[config.mk]
export PLATFORM = sky130hd
export DESIGN_NAME = ysyx_22040125_hazard_ctrl
export DESIGN_NICKNAME = d
export VERILOG_FILES = /design/src/rtl/ysyx_22040125_hazard_ctrl_pkg.sv /design/src/rtl/ysyx_22040125_sat_counter.sv /design/src/rtl/ysyx_22040125_hazard_ctrl.sv
export SDC_FILE = /design/constraint.sdc
export NUM_CORES = 1
export LEC_CHECK = 0
export CAP_MARGIN = 10
export CELL_PAD_IN_SITES_DETAIL_PLACEMENT = 1
export CELL_PAD_IN_SITES_GLOBAL_PLACEMENT = 1
export CORE_MARGIN = 2
export CORE_UTILIZATION = 35
export DETAILED_ROUTE_END_ITERATION = 16
export PLACE_DENSITY = 0.78
export REMOVE_ABC_BUFFERS = 1
export SYNTH_ARGS = -nofsm -noshare
export SYNTH_HDL_FRONTEND = slang
export SYNTH_HIERARCHICAL = 1
export SYNTH_SLANG_ARGS = --single-unit
[constraint.sdc]
create_clock -name clk -period 2.8 [get_ports clk]
set_input_delay 0.28 -clock clk [delete_from_list [all_inputs] [get_ports clk]]
set_output_delay 0.28 -clock clk [all_outputs]
set_load 0.03 [all_outputs]
[src/rtl/ysyx_22040125_hazard_ctrl_pkg.sv]
// Shared types and constants for the pipeline hazard controller.
// Stage indices and control-bundle bit positions are common to all pipeline blocks.
package ysyx_22040125_hazard_ctrl_pkg;

   typedef enum logic [0:0] {
      StRun = 1'b0,
      StLu  = 1'b1
   } hz_state_e;

   localparam int unsigned StageIf = 0;
   localparam int unsigned StageId = 1;
   localparam int unsigned StageEx = 2;

   localparam int unsigned CtrlDataWen = 0;
   localparam int unsigned CtrlDataRen = 1;
   localparam int unsigned CtrlRegWen  = 2;

   // Wide enough for the largest legal LU_CYCLES (15).
   localparam int unsigned LuCntW = 4;

endpackage

[src/rtl/ysyx_22040125_sat_counter.sv]
// Saturating up-counter with enable and asynchronous active-low clear.
module ysyx_22040125_sat_counter #(
   parameter int unsigned Width = 32
) (
   input  logic             clk_i,
   input  logic             rst_ni,
   input  logic             en_i,
   output logic [Width-1:0] cnt_o
);

   logic [Width-1:0] cnt_d, cnt_q;

   always_comb begin
      cnt_d = cnt_q;
      if (en_i && (cnt_q != {Width{1'b1}})) begin
         cnt_d = cnt_q + Width'(1);
      end
   end

   always_ff @(posedge clk_i or negedge rst_ni) begin
      if (!rst_ni) begin
         cnt_q <= '0;
      end else begin
         cnt_q <= cnt_d;
      end
   end

   assign cnt_o = cnt_q;

endmodule

[src/rtl/ysyx_22040125_hazard_ctrl.sv]
// Central stall/flush controller: load-use stalls, memory freeze, redirect flushes
// (latched while frozen) and EX control gating, plus a stall-cycle counter.
module ysyx_22040125_hazard_ctrl
   import ysyx_22040125_hazard_ctrl_pkg::*;
#(
   parameter int unsigned NUM_STAGES  = 5,
   parameter int unsigned CTRL_W      = 3,
   parameter int unsigned REG_AW      = 5,
   parameter int unsigned LU_CYCLES   = 1,
   parameter int unsigned FLUSH_DEPTH = 2,
   parameter int unsigned CNT_W       = 32
) (
   input  logic                  clk,
   input  logic                  rst_n,
   input  logic [REG_AW-1:0]     id_rs1,
   input  logic [REG_AW-1:0]     id_rs2,
   input  logic                  id_rs1_used,
   input  logic                  id_rs2_used,
   input  logic [REG_AW-1:0]     ex_rd,
   input  logic                  ex_is_load,
   input  logic                  mem_busy,
   input  logic                  flush_req,
   input  logic [CTRL_W-1:0]     ctrl_in,
   output logic [CTRL_W-1:0]     ctrl_out,
   output logic [NUM_STAGES-1:0] stage_en,
   output logic [NUM_STAGES-1:0] stage_flush,
   output logic [CNT_W-1:0]      stall_cnt,
   output logic                  flush_pending
);

   hz_state_e         state_d, state_q;
   logic [LuCntW-1:0] lu_cnt_d, lu_cnt_q;
   logic              flush_pending_d, flush_pending_q;

   logic                  haz;
   logic                  eff_flush;
   logic [NUM_STAGES-1:0] stage_en_c;
   logic [NUM_STAGES-1:0] stage_flush_c;
   logic [CTRL_W-1:0]     ctrl_c;

   assign haz = ex_is_load && (ex_rd != '0) &&
                ((id_rs1_used && (id_rs1 == ex_rd)) || (id_rs2_used && (id_rs2 == ex_rd)));

   assign eff_flush = flush_req || flush_pending_q;

   always_comb begin
      state_d         = state_q;
      lu_cnt_d        = lu_cnt_q;
      flush_pending_d = flush_pending_q;
      stage_en_c      = '1;
      stage_flush_c   = '0;
      ctrl_c          = ctrl_in;

      if (mem_busy) begin
         // Full freeze; a redirect arriving now is remembered for the release cycle.
         stage_en_c = '0;
         if (flush_req) begin
            flush_pending_d = 1'b1;
         end
      end else if (eff_flush) begin
         for (int unsigned i = 0; i < NUM_STAGES; i++) begin
            if (i < FLUSH_DEPTH) begin
               stage_flush_c[i] = 1'b1;
            end
         end
         ctrl_c          = '0;
         flush_pending_d = 1'b0;
         state_d         = StRun;
         lu_cnt_d        = '0;
      end else if ((state_q == StLu) || haz) begin
         stage_en_c[StageIf] = 1'b0;
         stage_en_c[StageId] = 1'b0;
         ctrl_c              = '0;
         if (state_q == StLu) begin
            lu_cnt_d = lu_cnt_q - LuCntW'(1);
            if (lu_cnt_q == LuCntW'(1)) begin
               state_d = StRun;
            end
         end else if (LU_CYCLES > 1) begin
            state_d  = StLu;
            lu_cnt_d = LuCntW'(LU_CYCLES - 1);
         end
      end
   end

   always_ff @(posedge clk or negedge rst_n) begin
      if (!rst_n) begin
         state_q         <= StRun;
         lu_cnt_q        <= '0;
         flush_pending_q <= 1'b0;
      end else begin
         state_q         <= state_d;
         lu_cnt_q        <= lu_cnt_d;
         flush_pending_q <= flush_pending_d;
      end
   end

   // Outputs are forced quiet while reset is asserted, independent of the clock.
   assign stage_en      = rst_n ? stage_en_c    : '0;
   assign stage_flush   = rst_n ? stage_flush_c : '0;
   assign ctrl_out      = rst_n ? ctrl_c        : '0;
   assign flush_pending = flush_pending_q;

   ysyx_22040125_sat_counter #(
      .Width(CNT_W)
   ) u_stall_cnt (
      .clk_i (clk),
      .rst_ni(rst_n),
      .en_i  (!stage_en_c[StageIf]),
      .cnt_o (stall_cnt)
   );

endmodule

==> summary.md <==
| Metric | Value |
|---|---|
| Time the worst path needs with I/O delays and setup | roughly 2.7 ns |
| Most common cell after layout, fill and taps aside | clkdlybuf4s50_1 |
| Remaining routing DRC violations | 0 |
| Root cell of the clock tree | clkbuf_8 |
| Leakage power | between 1 and 1.5 nW |
| Final setup vio count | 0 |
| Required time at the endpoint of the critical path | approximately 2.5 ns |
| Data arrival, critical path | between 2 and 2.5 ns |
| Number of global-route vias before repair | around 2200 |
| Number of buffers inserted to repair setup after CTS | 0 |
| Worst skew pair latency | 0.30 ns |
| Net count of the finished layout | around 330 |
| Part of the total power dissipated in the clock network | 0.260 |
| CTS tree | built |
| Die span in x | 83.4 um |
| Largest net degree at the start of global routing | 28 |
| Number of antenna violations at the first check in global routing | 0 |
| Placed instance count | ~370 |
| CP startpoint kind | input port |
| Slew Limit Headroom | 0.624 |
| Number of search-and-repair iterations in the first detailed-routing pass | 5 |
| Final routed wire length divided by cell count | 16.5 um |
| WS Path Type | in2out |
| Total cell area at the placement stage | between 2000 and 3000 um2 |
| Placed wire-length estimate after detailed placement | just under 5000 um |
| Sequential share of power | 0.434 |
| Final Routed Wirelength | 6200 um |
| Synth unique cells | 44 |
| Slew at the pin with the worst max-slew slack | 0.562 ns |
| Total count of max-transition violations in the final report | 0 |
| Portion of total power attributed to combinational logic | 0.306 |
| Via-to-Cell Ratio | roughly 5.3 |
| Area of the mapped netlist | 2210 um2 |
| Final-report hold violation count | 0 |
| Unrepaired setup endpoints after global routing | no |
| Clk sinks | 38 |
| Global placer's final weighted congestion | 0.799 |
| Worst Path Max Fanout | 3 |
| Mean cell area of the mapped netlist | about 10 um2 |
| Power density relative to cell area | approximately 500 nW/um2 |
| Clock slew at reported path FFs | roughly 0.080 ns |
| Count of vias placed by the detailed router | just under 2000 |
| Maximum vdd drop | 0.500 mV |
| Status | finished, final reports clean |
| Final period util | 0.954 |
| Worst-case hold slack | about 0.035 ns |
| Fraction of final layout cells sized beyond drive strength 1 | 0.110 |
| Antenna diode count | 0 |
| Overall global routing resource usage | 0.195 |
| Type of the worst min-delay path | in2async |
| Highest clock frequency the design can meet | roughly 370 MHz |
| Signed area change from the synthesized netlist to the final layout | 39.5% |
| Core area | 5990 um2 |
| Endpoint kind of the worst setup timing path | primary output |
| Port Buffers | 67 |
| Internal power | 0.00101 W |
| Synthesized netlist cell count | ~220 |
| Top library cells by usage in the layout, fill and taps aside | 66 x clkdlybuf4s50_1, 38 x dfrtp_1, 34 x xnor2_1 |
| Number of maximum-capacitance constraint violations | 0 |
| Maximum buffer depth of the clock tree | 2 |
| Switching share of power | 0.356 |
| Total Die Area | ~7000 um2 |
| Die span in y | roughly 83 um |
| Number of levels in the clock H-tree | 2 |
| Global-route wire length before repair | 11000 um |
| Clock buffers created by TritonCTS | 5 |
| Boundary pin count | between 70 and 80 |
| Num rows | 28 |
| Sequential element share of the synthesized area | 0.431 |
| Seq cells post-synth | 38 |
| Final setup skew | 0.00232 ns |
| Initial cell density of the core | 0.368 |
| Residual overflow from global routing | 0 |
| Util after Layout | 0.514 |
| Remaining number of nets flagged by the antenna check after routing | 0 |
| Switch Pwr | ~0.00056 W |
| Iteration-0 DRC count of the detailed router | slightly below 60 |
| YS warnings | 6 |
| Layout Cell Area excl Fill | approximately 3100 um2 |
| Non-filler instance count after layout | about 380 |
| Total negative setup slack | 0 ns |
==> flip-flops by register name (all words and copies together), names as in the netlist <==
signal,count
u_stall_cnt/cnt_o,32
lu_cnt_q,4
flush_pending,1
state_q,1
==> power groups by stage <==
stage | Sequential (W) | Combinational, W | Clock, W
2_1_floorplan | 0.000774 | 0.000155 | 0
3_3_place_gp | 0.000686 | 0.000461 | 0
3_5_place_dp | 0.000691 | 0.000478 | 0
4_1_cts | 0.000683 | 0.000485 | 0.000418
5_1_grt | 0.000696 | 0.000520 | 0.000441
6_report | 0.000681 | 0.000480 | 0.000408
==> per-stage QoR <==
| stage | power (W) | setup slack (ns) |
|---|---|---|
| finish | 0.00157 | 0.130 |
| global route | 0.00166 | 0.0457 |
| CTS | 0.00159 | 0.108 |
| detailed placement | 0.00117 | -0.0356 |
| global placement | 0.00115 | 0.0303 |
| floorplan | 0.000930 | -0.0923 |
==> Yosys cell counts <==
cell	count	share of area
and4_1	4	0.016
nor4_1	3	0.0085
o31ai_4	1	0.0096
o21ai_0	2	0.0045
nor3_1	5	0.011
o31ai_1	1	0.0034
nand3_2	1	0.0045
a21oi_1	8	0.018
a221o_1	1	0.0045
o21bai_1	2	0.0068
nor4_4	1	0.0096
and3_1	2	0.0057
xnor2_1	34	0.13
nand2_2	1	0.0028
or2_1	1	0.0028
conb_1	1	0.0017
xor2_1	5	0.020
or4_4	3	0.015
nand4_1	17	0.048
a32o_1	1	0.0045
nand2b_1	1	0.0028
inv_1	4	0.0068
nor2b_1	2	0.0057
nand3b_1	1	0.0034
nor4_2	1	0.0057
dfrtp_1	38	0.43
buf_6	1	0.0051
o211ai_1	2	0.0068
buf_4	8	0.027
clkbuf_1	3	0.0051
nand2_1	21	0.036
o22ai_1	1	0.0028
nor2_1	14	0.024
and2_1	2	0.0057
mux2_2	1	0.0051
nor3_2	2	0.0091
ha_1	3	0.017
o21ai_2	1	0.0040
o21a_1	1	0.0034
nand4_2	1	0.0057
a31oi_1	1	0.0028
nand3_1	19	0.043
mux2_1	1	0.0051
a22o_1	1	0.0040
==> critical path, cell delays in order <==
cell and delay (ns):
clkdlybuf4s50_1 0.46, or4_4 0.53, o21ai_2 0.14, nor2_1 0.07
a21oi_1 0.20, clkdlybuf4s50_1 0.71
==> repair_timing <==
item,4_1_cts,5_1_grt
resized for setup,0,0
hold buffers,1,0
hold endpoints to repair,11,0
==> worst paths after layout <==
kind | start | endpoint | slack (ns) | depth (start not counted)
worst max-delay path | ex_rd[2] | stage_en[0] | 0.13 | 6
worst min-delay path | rst_n | u_stall_cnt/cnt_o[16] | 0.04 | 2
worst max register to register | flush_pending | u_stall_cnt/cnt_o[29] | 0.51 | 8
worst min register to register | u_stall_cnt/cnt_o[31] | u_stall_cnt/cnt_o[31] | 0.50 | 1
max in group asynchronous | rst_n | u_stall_cnt/cnt_o[2] | 1.91 | 2
min in group clk | u_stall_cnt/cnt_o[31] | u_stall_cnt/cnt_o[31] | 0.50 | 1
==> cell type report <==
class                           count  area, um2
Fill cell                         683       2910
Timing Repair Buffer               79        758
Multi-Input combinational cell    172       1160
Sequential cell                    38        951
Inverter                            4       15.0
Clock inverter                      2       12.5
Clock buffer                        6       82.6
Tap cell                           75       93.8
==> routing by layer <==
metal / vias up / track usage / part of all wire
met4: 0 / 0.0581 / 0.016
met2: 38 / 0.350 / 0.54
met5: - / 0 / 0
li1: 938 / - / -
met3: 8 / 0.0278 / 0.027
met1: 994 / 0.241 / 0.42
==> kinds of logic (layout without fill, tap and decap cells) <==
| kind of cell | count (synthesis) | after routing | synth area share |
|---|---|---|---|
| buffers and inverters | 16 | 91 | 0.0442 |
| muxes | 2 | 2 | 0.0102 |
| xor gates and xnor gates | 39 | 39 | 0.155 |
| AOI/OAI and AO/OA | 23 | 23 | 0.0754 |
| adders and majority gates | 3 | 3 | 0.0170 |
| DFF | 38 | 38 | 0.431 |
| and+or+nand+nor | 102 | 102 | 0.265 |
| other | 1 | 3 | 0.00170 |
No activity file was read; power rests on OpenSTA's default activity.
